--- src/rtl/edge_detect_fsm.sv ---
// edge_detect_fsm: Moore edge detector turning a slow level into a one-clock tick
// on each selected edge. An optional synchronizer sits ahead of the FSM.
// Optional feature: define EDGE_COUNT_EN to add the edge_count output and its
// wrapping tick counter.
module edge_detect_fsm #(
    parameter int unsigned SYNC_STAGES = 2,
    parameter int unsigned EDGE_MODE   = 0,
    parameter int unsigned CNT_W       = 8
) (
    input  logic             clk,
    input  logic             rst,
    input  logic             level,
    output logic             tick
`ifdef EDGE_COUNT_EN
    ,
    output logic [CNT_W-1:0] edge_count
`endif
);

    // Edge selection; any EDGE_MODE other than 1 or 2 behaves as rising-only.
    localparam logic RISE_EN = (EDGE_MODE != 32'd1);
    localparam logic FALL_EN = (EDGE_MODE == 32'd1) || (EDGE_MODE == 32'd2);

    typedef enum logic [3:0] {
        ZERO = 4'b0001,
        RISE = 4'b0010,
        ONE  = 4'b0100,
        FALL = 4'b1000
    } state_t;

    state_t state_q;
    logic   tick_q;
    logic   lv_c;

    // Reject illegal parameter values at elaboration.
    if (SYNC_STAGES > 3 || CNT_W == 0) begin : g_bad_param
        $error("edge_detect_fsm: SYNC_STAGES must be 0..3 and CNT_W nonzero");
    end

    // Optional synchronizer chain in front of the FSM.
    if (SYNC_STAGES == 0) begin : g_nosync
        assign lv_c = level;
    end else begin : g_sync
        logic [SYNC_STAGES-1:0] sync_q;

        // Shift level through the synchronizer; cleared by reset.
        always_ff @(posedge clk) begin
            if (rst) begin
                sync_q <= '0;
            end else begin
                sync_q[0] <= level;
                for (int i = 1; i < SYNC_STAGES; i++) begin
                    sync_q[i] <= sync_q[i-1];
                end
            end
        end

        assign lv_c = sync_q[SYNC_STAGES-1];
    end

    // Edge FSM; tick is registered alongside the state so it is a clean
    // decode of the state being entered (RISE and/or FALL).
    always_ff @(posedge clk) begin
        if (rst) begin
            state_q <= ZERO;
            tick_q  <= 1'b0;
        end else begin
            unique case (state_q)
                ZERO: begin
                    if (lv_c) begin
                        state_q <= RISE;
                        tick_q  <= RISE_EN;
                    end else begin
                        state_q <= ZERO;
                        tick_q  <= 1'b0;
                    end
                end
                RISE: begin
                    if (lv_c) begin
                        state_q <= ONE;
                        tick_q  <= 1'b0;
                    end else begin
                        state_q <= FALL;
                        tick_q  <= FALL_EN;
                    end
                end
                ONE: begin
                    if (lv_c) begin
                        state_q <= ONE;
                        tick_q  <= 1'b0;
                    end else begin
                        state_q <= FALL;
                        tick_q  <= FALL_EN;
                    end
                end
                FALL: begin
                    if (lv_c) begin
                        state_q <= RISE;
                        tick_q  <= RISE_EN;
                    end else begin
                        state_q <= ZERO;
                        tick_q  <= 1'b0;
                    end
                end
                default: begin
                    state_q <= ZERO;
                    tick_q  <= 1'b0;
                end
            endcase
        end
    end

    assign tick = tick_q;

`ifdef EDGE_COUNT_EN
    logic [CNT_W-1:0] cnt_q;

    // Count ticks, wrapping naturally at 2^CNT_W; reset wins over an increment.
    always_ff @(posedge clk) begin
        if (rst) begin
            cnt_q <= '0;
        end else if (tick_q) begin
            cnt_q <= cnt_q + CNT_W'(1);
        end
    end

    assign edge_count = cnt_q;
`endif

endmodule

--- config.mk ---
export PLATFORM = sky130hd
export DESIGN_NAME = edge_detect_fsm
export DESIGN_NICKNAME = d
export VERILOG_FILES = /design/src/rtl/edge_detect_fsm.sv
export SDC_FILE = /design/constraint.sdc
export NUM_CORES = 1
export LEC_CHECK = 0
export BUFFER_PORTS_ARGS = -buffer_cell sky130_fd_sc_hd__buf_2
export CAP_MARGIN = 20
export CORE_AREA = 3 3 40 42
export CTS_CLUSTER_DIAMETER = 30
export CTS_CLUSTER_SIZE = 40
export DETAILED_ROUTE_END_ITERATION = 12
export DIE_AREA = 0 0 43 45
export PLACE_DENSITY = 0.44
export SETUP_SLACK_MARGIN = 0.4
export SYNTH_ARGS = -nofsm -noshare
export SYNTH_HDL_FRONTEND = slang
export SYNTH_SLANG_ARGS = --single-unit
--- constraint.sdc ---
create_clock -name clk -period 2.8 [get_ports clk]
set_clock_uncertainty 0.1 [all_clocks]
set_input_delay 0.56 -clock clk [delete_from_list [all_inputs] [get_ports clk]]
set_output_delay 0.56 -clock clk [all_outputs]
set_load 0.01 [all_outputs]
==> reports/qor.yml, run 1 <==
timing:
  fin_crit_ns: 1.32
  finalMaxSlewViolations: 0
  max_freq_mhz: 755
  setup_viol: 0
  final_hold_viol_count: 0
  rsz0062_at_grt: "false"
  final.period_utilization_pct: 47.3
  setup_ws_ns: 1.48
  tightest_slew_ns: 0.256
  fin_tns_setup_ns: 0
  timing.slew.headroom_pct: 82.8
pwr:
  p_sw_mw: 0.0392
  p_leak_nw: 0.106
  power_density_nw_per_um2: 705
  switching_share_pct: 19.7
  power.total_mw: 0.199
  power_frac_comb_pct: 3.1
  clkPwrFrac_pct: 45.0
  p_seq_share_pct: 51.9
  ir_drop_uv: 193
  p_int_mw: 0.160
routing:
  vias: 153
  wire_per_inst_um: 7.90
  first_pass_iters: 2
  drt-initial-drc-count: 3
  drc: 0
  antenna_left: 0
  drt_wl_total_um: 324
  via_per_inst: 3.73
placed_design:
  port_buffers: 3
  place_ws_ns: 1.48
  gp_congestion: 0.558
clocking:
  cts.repair.resized: 0
  cts_buffers: 3
  cts_hold_buf: 0
  cts_sinks: 7
  cts_tree: "done"
  cts_setup_buffers: 0
  cts_root_buffer: "clkbuf_4"
  htreeDepth: 1
  clk_path_buf_depth: 2
  clkTransAtPathRegs_ns: 0.05
  clkLatencyLatePin_ns: 0.25
floorplan:
  start_util_pct: 17.3
  fp.dieW_um: 43
  dieArea_um2: 1940
  die_h_um: 45
  coreArea_um2: 1280
  io_pins: 4
  rows: 13
synthesis:
  avgSynthCellArea_um2: 11.7
  synth_cell_types: 10
  syn_nets: 22
  synthCells: 19
  ys_ff_latch: 7
  ys_seq_area_share_pct: 62.9
  yosysWarnings: 0
  syn_area_um2: 223
finish:
  drive_above_1_share_pct: 26.9
  fin_util_pct: 22.0
  fillerInstances: 132
  nets: 30
  insertedDiodeCount: 0
  most-common-layout-cells: "dfxtp_1, clkbuf_4, buf_2"
  syn_to_final_growth_pct: 27.0
  mostFrequentLayoutCell: "dfxtp_1"
job:
  max_cap_viol_count: 0
global_routing:
  grt_usage_pct: 4.84
  grt_first_pass_wirelength_um: 531
  grt_max_degree: 6
  antenna_found_initial: 0
  grt_pass1_vias: 128
  grt_overflow: 0
setup_path:
  cp-end-kind: "flip-flop"
  arrival_ns: 1.37
  start_kind: "flip-flop"
  crit_required_ns: 2.84
  critPathMaxFanout: 3
  path_class: "reg2reg"
outcome:
  status: "finished clean"
worst_hold_path:
  hold_path_class: "reg2reg"
## cells by family after synthesis
group | Yosys count | synth area share, %
xor+xnor | 2 | 7.87
flops | 7 | 62.9
compound gates | 1 | 3.37
simple gates | 9 | 25.8
## per-layer routing
metal  global-route usage, %  up-vias  part of all wire, %
met3                    5.98        2                   11
met1                    3.88       65                   45
li1                        -       80                    -
met4                    5.42        0                  3.1
met5                       0        -                    0
met2                    5.39        6                   40
## synth_stat cells, drive strengths merged
library cell	number	area share (%)
dfxtp	7	63
nor2b	2	5.6
nor4	2	5.6
xnor2	2	7.9
a21o	1	3.4
nand2b	1	2.8
nor2	1	1.7
nor3	1	2.2
or3	1	3.4
or4b	1	4.5
## per-stage QoR
stage	cell area, um2	hold slack (ns)	instances
2_1_floorplan	223	0.313	19
3_3_place_gp	256	0.329	37
3_5_place_dp	256	0.328	37
4_1_cts	283	0.339	41
5_1_grt	283	0.364	41
6_report	283	0.338	41
## power groups by stage
stage	combinational (mW)	sequential (mW)	clock, mW
global route	0.00705	0.104	0.104
CTS	0.00632	0.104	0.0931
floorplan	0.00330	0.106	0
finish	0.00617	0.104	0.0896
detailed placement	0.00627	0.106	0
global placement	0.00611	0.106	0
## cell type report
cell class / count / area [um2] / share of cell area (%)
clock buffers: 4 / 26.3 / 9.29
multi-input cells: 12 / 82.6 / 29.2
flip-flops and latches: 7 / 140 / 49.6
well taps: 15 / 18.8 / 6.64
repair buffers: 3 / 15.0 / 5.31
## state kept, by name (all words and copies together) (netlist names)
signal,flops
state_q,4
g_sync.sync_q,2
tick,1
## critical path, stage by stage, from the launching register on
cell and delay, ns:
dfxtp_1 0.31, xnor2_1 0.15, or4b_1 0.48, a21o_1 0.18
## final timing paths
path | startpoint | end | slack [ns] | depth (start not counted)
max | state_q[3] | state_q[0] | 1.48 | 3
max reg2reg | state_q[3] | state_q[0] | 1.48 | 3
min | g_sync.sync_q[1] | state_q[3] | 0.34 | 1
min reg2reg | g_sync.sync_q[1] | state_q[3] | 0.34 | 1
Note: power is estimated with default switching activity, not from simulation.
==> inputs of run 2 (changes only) <==
- PLACE_DENSITY: 0.44 -> 0.45
- clock period: 2.8 -> 1.15 ns (I/O delays scaled with it)
==> run 2 against run 1 <==
Effect of this change:
- the flow now finishes with violations (setup timing)
- largest cell class unchanged
- hold slack lost 0.25 ns
- register-to-register slack worse by 1.6 ns
- total power grew to 2.5 times the previous value
- final area grew 14%
- sequential share of layout area is 5.2 points lower
- sequential cell count is the same
==> reports/qor.yml, run 2 (synthesis gave the netlist of run 1 again) <==
setup_path:
  start_kind: "flip-flop"  # unchanged
  cp_num_buf_inv: 0  # unchanged
  crit_required_ns: 1.20  # was 2.84 ns
  cp-end-kind: "flip-flop"  # unchanged
  cpLargestDelayFamily: "simple AND/OR/NAND/NOR gates"  # unchanged
  cpMaxStageDelayCell: "or3_2"  # was or4b_1
  cpPeakStageDelay_ns: 0.45  # was 0.48 ns
  arrival_ns: 1.36  # was 1.37 ns
  path_class: "reg2reg"  # unchanged
  critPathMaxFanout: 4  # was 3
  crit_path_cell_trace: "xnor2_1, or3_2, a21o_1"  # was xnor2_1, or4b_1, a21o_1
routing:
  antenna_left: 0  # unchanged
  first_pass_iters: 1  # was 2
  vias: 173  # was 153
  drt-initial-drc-count: 0  # was 3
  wire_per_inst_um: 9.89  # was 7.90 um
  drc: 0  # unchanged
  via_per_inst: 3.93  # was 3.73
  drt_wl_total_um: 435  # was 324 um
finish:
  mostFrequentLayoutCell: "dfxtp_1"  # unchanged
  fillerInstances: 141  # was 132
  drive_above_1_share_pct: 48.3  # was 26.9%
  largest_register_ffs: 4  # unchanged
  nets: 33  # was 30
  syn_to_final_growth_pct: 44.4  # was 27.0%
  insertedDiodeCount: 0  # unchanged
  top_register: "state_q"  # unchanged
  fin_util_pct: 25.0  # was 22.0%
  most-common-layout-cells: "dfxtp_1, clkbuf_4, buf_2, buf_4"  # was dfxtp_1, clkbuf_4, buf_2
floorplan:
  start_util_pct: 17.3  # unchanged
  io_pins: 4  # unchanged
  dieArea_um2: 1940  # unchanged
  rows: 13  # unchanged
  fp.dieW_um: 43  # unchanged
  coreArea_um2: 1280  # unchanged
  die_h_um: 45  # unchanged
clocking:
  clkTransAtPathRegs_ns: 0.05  # about the same
  cts_root_buffer: "clkbuf_4"  # unchanged
  cts_hold_buf: 0  # unchanged
  htreeDepth: 1  # unchanged
  clkLatencyLatePin_ns: 0.25  # about the same
  cts_sinks: 7  # unchanged
  clk_path_buf_depth: 2  # unchanged
  cts_buffers: 3  # unchanged
  cts_tree: "done"  # unchanged
  cts_setup_buffers: 0  # unchanged
worst_hold_path:
  hold_path_class: "in2reg"  # was reg2reg
pwr:
  p_leak_nw: 0.126  # was 0.106 nW
  power_density_nw_per_um2: 1560  # was 705 nW/um2
  ir_drop_uv: 373  # was 193 uV
global_routing:
  grt_first_pass_wirelength_um: 579  # was 531 um
  grt_usage_pct: 4.84  # about the same
  grt_pass1_vias: 160  # was 128
  grt_overflow: 0  # unchanged
  grt_max_degree: 6  # unchanged
  antenna_found_initial: 0  # unchanged
outcome:
  violations: "setup timing"
  status: "finished, violations left"  # was finished clean
job:
  max_cap_viol_count: 0  # unchanged
timing:
  max_freq_mhz: 762  # was 755 MHz
  final.period_utilization_pct: 114  # was 47.3%
  fin_tns_setup_ns: -0.286  # was 0 ns
  finalMaxSlewViolations: 0  # unchanged
  tightest_slew_ns: 0.208  # was 0.256 ns
  timing.slew.headroom_pct: 86.0  # was 82.8%
  final_hold_viol_count: 0  # unchanged
  rsz0062_at_grt: "true"  # was false
  fin_crit_ns: 1.31  # was 1.32 ns
  setup_ws_ns: -0.162  # was 1.48 ns
  setup_viol: 3  # was 0
placed_design:
  port_buffers: 3  # unchanged
  gp_congestion: 0.657  # was 0.558
  place_ws_ns: -0.149  # was 1.48 ns
run 2: power breakdown:
| part | internal (mW) | total [mW] | switching, mW | leakage [nW] |
|---|---|---|---|---|
| clock network | 0.133 | 0.226 | 0.0931 | 0.0150 |
| registers | 0.249 | 0.252 | 0.00298 | 0.0580 |
| logic | 0.0146 | 0.0241 | 0.00945 | 0.0533 |
| total | 0.396 | 0.502 | 0.106 | 0.126 |
run 2: timing repair:
action                                  4_1_cts  5_1_grt
gates resized for setup                       2        2
endpoints found under the setup margin        6        6
cloned                                        0        0
run 2: layout make-up:
| class | instances | area [um2] | area share (%) |
|---|---|---|---|
| clock buffer | 4 | 26.3 | 8.17 |
| multi-input combinational | 12 | 96.3 | 30.0 |
| timing repair buffer | 6 | 37.5 | 11.7 |
| tap | 15 | 18.8 | 5.84 |
| sequential | 7 | 143 | 44.4 |
run 2: worst paths after layout:
path                                        from          endpoint  slack (ns)  cells past startpoint
worst min register to register  g_sync.sync_q[0]  g_sync.sync_q[1]        0.34                      1
worst max-delay path                  state_q[2]        state_q[0]       -0.16                      3
worst min-delay path                         rst  g_sync.sync_q[1]        0.09                      2
worst max register to register        state_q[2]        state_q[0]       -0.16                      3
run 2: through the flow:
| step | area (um2) | power [mW] | instances | hold slack (ns) |
|---|---|---|---|---|
| floorplan | 223 | 0.265 | 19 | 0.202 |
| global placement | 279 | 0.277 | 40 | 0.325 |
| detailed placement | 279 | 0.278 | 40 | 0.336 |
| CTS | 308 | 0.514 | 44 | 0.0709 |
| global route | 322 | 0.529 | 44 | 0.0793 |
| finish | 322 | 0.502 | 44 | 0.0869 |
run 2: routing by layer:
layer / up-vias / global-route usage [%] / part of all wire [%]
li1: 87 / - / -
met4: 0 / 5.42 / 0
met2: 4 / 6.59 / 50
met3: 0 / 3.98 / 8.5
met5: - / 0 / 0
met1: 82 / 4.12 / 41
==> inputs of run 3 (changes only) <==
- ABC_AREA: default -> 1
- PLACE_DENSITY: 0.45 -> 0.49
==> run 3 against run 2 <==
Effect of this change:
- the flow now finishes without violations
- sequential power hardly changed
- final area is 13% higher
- area after synthesis is 23% higher
- via count is 32% higher
- largest cell class unchanged
- first-iteration DRC count is 1 higher
- critical endpoint is now tick
- clock power hardly changed
- critical path depth is 2 lower
- sequential cell count stayed put
==> reports/qor.yml, run 3 <==
finish:
  nets: 49  # was 33
  most-common-layout-cells: "inv_1, nor2_1, nand2_1"  # was dfxtp_1, clkbuf_4, buf_2, buf_4
  mostFrequentLayoutCell: "inv_1"  # was dfxtp_1
  drive_above_1_share_pct: 48.9  # was 48.3%
  final_cells: 60  # was 44
  largest_register_ffs: 4  # unchanged
  insertedDiodeCount: 0  # unchanged
  top_register: "state_q"  # unchanged
  fillerInstances: 142  # was 141
  fin_util_pct: 28.2  # was 25.0%
  stdcell_area_um2: 363  # was 322 um2
  syn_to_final_growth_pct: 32.4  # was 44.4%
placed_design:
  port_buffers: 3  # unchanged
  place_ws_ns: 0.253  # was -0.149 ns
  placed_cell_area_um2: 315  # was 279 um2
  place_inst: 56  # was 40
  gp_congestion: 0.692  # was 0.657
  dp_hpwl_um: 306
clocking:
  cts_root_buffer: "clkbuf_4"  # unchanged
  clk_path_buf_depth: 2  # unchanged
  cts_sinks: 7  # unchanged
  htreeDepth: 1  # unchanged
  cts_hold_buf: 0  # unchanged
  cts_tree: "done"  # unchanged
  clkLatencyLatePin_ns: 0.25  # about the same
  clkTransAtPathRegs_ns: 0.05  # about the same
  cts_setup_buffers: 0  # unchanged
  cts_buffers: 3  # unchanged
routing:
  via_per_inst: 3.82  # was 3.93
  drc: 0  # unchanged
  drt-initial-drc-count: 1  # was 0
  first_pass_iters: 2  # was 1
  antenna_left: 0  # unchanged
  wire_per_inst_um: 6.95  # was 9.89 um
  drt_wl_total_um: 417  # was 435 um
  vias: 229  # was 173
pwr:
  power_frac_comb_pct: 4.8  # about the same
  p_seq_share_pct: 50.2  # about the same
  power_density_nw_per_um2: 1370  # was 1560 nW/um2
  switching_share_pct: 21.8  # was 21.0%
  clkPwrFrac_pct: 45.0  # about the same
  p_int_mw: 0.388  # was 0.396 mW
  ir_drop_uv: 436  # was 373 uV
  p_sw_mw: 0.108  # was 0.106 mW
  p_leak_nw: 0.176  # was 0.126 nW
setup_path:
  crit_required_ns: 0.82  # was 1.20 ns
  arrival_ns: 0.66  # was 1.36 ns
  path_class: "reg2out"  # was reg2reg
  cpPeakStageDelay_ns: 0.29  # was 0.45 ns
  critPathMaxFanout: 1  # was 4
  cpMaxStageDelayCell: "dfxtp_1"  # was or3_2
  start_kind: "flip-flop"  # unchanged
  cp-end-kind: "output port"  # was flip-flop
  cp_num_buf_inv: 1  # was 0
  cpLargestDelayFamily: "flip-flops"  # was simple AND/OR/NAND/NOR gates
  crit_path_cell_trace: "buf_2"  # was xnor2_1, or3_2, a21o_1
synthesis:
  ys_async_sr_fraction_pct: 0  # unchanged
  avgSynthCellArea_um2: 7.21  # was 11.7 um2
  ys_ff_latch: 7  # unchanged
  synth_area_leaders: "dfxtp_1, nor2_1, inv_1"  # was dfxtp_1, xnor2_1, nor2b_1
  syn_area_um2: 274  # was 223 um2
  synth_edf_count: 0  # unchanged
  ys_seq_area_share_pct: 51.1  # was 62.9%
  synth_top_area_share_pct: 51.1  # was 62.9%
  synth_cell_types: 7  # was 10
  synth_top_cells_by_count: "nor2_1, inv_1, dfxtp_1, nand2_1"  # was dfxtp_1, nor2b_1, nor4_1, xnor2_1
  ys.flop_type: "dfxtp_1"  # unchanged
  yosysWarnings: 0  # unchanged
  synthCells: 38  # was 19
  syn_nets: 41  # was 22
  yosysTopAreaCell: "dfxtp_1"  # unchanged
  synth.most_common_cell: "nor2_1"  # was dfxtp_1
worst_hold_path:
  hold_path_class: "in2reg"  # unchanged
floorplan:
  rows: 13  # unchanged
  die_h_um: 45  # unchanged
  start_util_pct: 21.3  # was 17.3%
  io_pins: 4  # unchanged
  fp.dieW_um: 43  # unchanged
  dieArea_um2: 1940  # unchanged
  coreArea_um2: 1280  # unchanged
job:
  max_cap_viol_count: 0  # unchanged
timing:
  finalMaxSlewViolations: 0  # unchanged
  timing.slew.headroom_pct: 92.7  # was 86.0%
  fin_crit_ns: 0.993  # was 1.31 ns
  final_hold_viol_count: 0  # unchanged
  tightest_slew_ns: 0.109  # was 0.208 ns
  setup_viol: 0  # was 3
  max_freq_mhz: 1010  # was 762 MHz
  rsz0062_at_grt: "true"  # unchanged
  fin_tns_setup_ns: 0  # was -0.286 ns
  final.period_utilization_pct: 86.3  # was 114%
  setup_ws_ns: 0.157  # was -0.162 ns
global_routing:
  antenna_found_initial: 0  # unchanged
  grt_first_pass_wirelength_um: 765  # was 579 um
  grt_overflow: 0  # unchanged
  grt_usage_pct: 5.77  # was 4.84%
  grt_pass1_vias: 216  # was 160
  grt_max_degree: 6  # unchanged
outcome:
  status: "finished clean"  # was finished, violations left
-- run 3: what timing repair did --
| action | 4_1_cts | 5_1_grt |
|---|---|---|
| resized for setup | 4 | 4 |
| hold endpoints to repair | 0 | 0 |
| pin swaps | 2 | 4 |
| endpoints found under the setup margin | 6 | 6 |
-- run 3: cell families (layout without fill, tap and decap cells) --
family,Yosys count,after routing,share of synthesized area (%)
AND/OR/NAND/NOR,22,22,36.5
buffers and inverters,9,16,12.3
flip-flops,7,7,51.1
-- run 3: per-layer routing --
layer / track usage [%] / up-vias / part of all wire, %
met5: 0 / - / 0
met4: 5.42 / 0 / 3.4
met3: 2.39 / 2 / 4.8
met2: 9.28 / 5 / 49
met1: 5.61 / 100 / 43
li1: - / 122 / -
-- run 3: power groups by stage --
stage | registers, mW | logic [mW] | clock network, mW
floorplan | 0.258 | 0.0132 | 0
global placement | 0.257 | 0.0214 | 0
detailed placement | 0.258 | 0.0215 | 0
CTS | 0.253 | 0.0225 | 0.233
global route | 0.249 | 0.0271 | 0.242
finish | 0.249 | 0.0236 | 0.223
-- run 3: final timing paths --
kind                    startpoint  cells after the start  slack [ns]               end
hold / removal               level                      3        0.08  g_sync.sync_q[0]
setup / recovery              tick                      1        0.16              tick
hold reg to reg   g_sync.sync_q[0]                      2        0.29  g_sync.sync_q[1]
setup reg to reg        state_q[1]                      4        0.24        state_q[0]
-- run 3: metrics by stage --
step	total power, mW	hold slack, ns
3_3_place_gp	0.279	0.282
3_5_place_dp	0.279	0.287
4_1_cts	0.509	0.0763
2_1_floorplan	0.271	0.194
5_1_grt	0.518	0.0958
6_report	0.496	0.0807
-- run 3: worst reg2reg max path: stages (launching register included) --
cell and delay (ns):
dfxtp_4 0.35, nor2_4 0.11, nand2_2 0.08, nor2_4 0.12
nor2_2 0.04
-- run 3: layout make-up --
cell class	count	area [um2]	share of cell area [%]
clock buffers	4	26.3	7.24
inverters	9	33.8	9.31
multi-input cells	22	118	32.4
flip-flops and latches	7	151	41.7
well taps	15	18.8	5.17
repair buffers	3	15.0	4.14
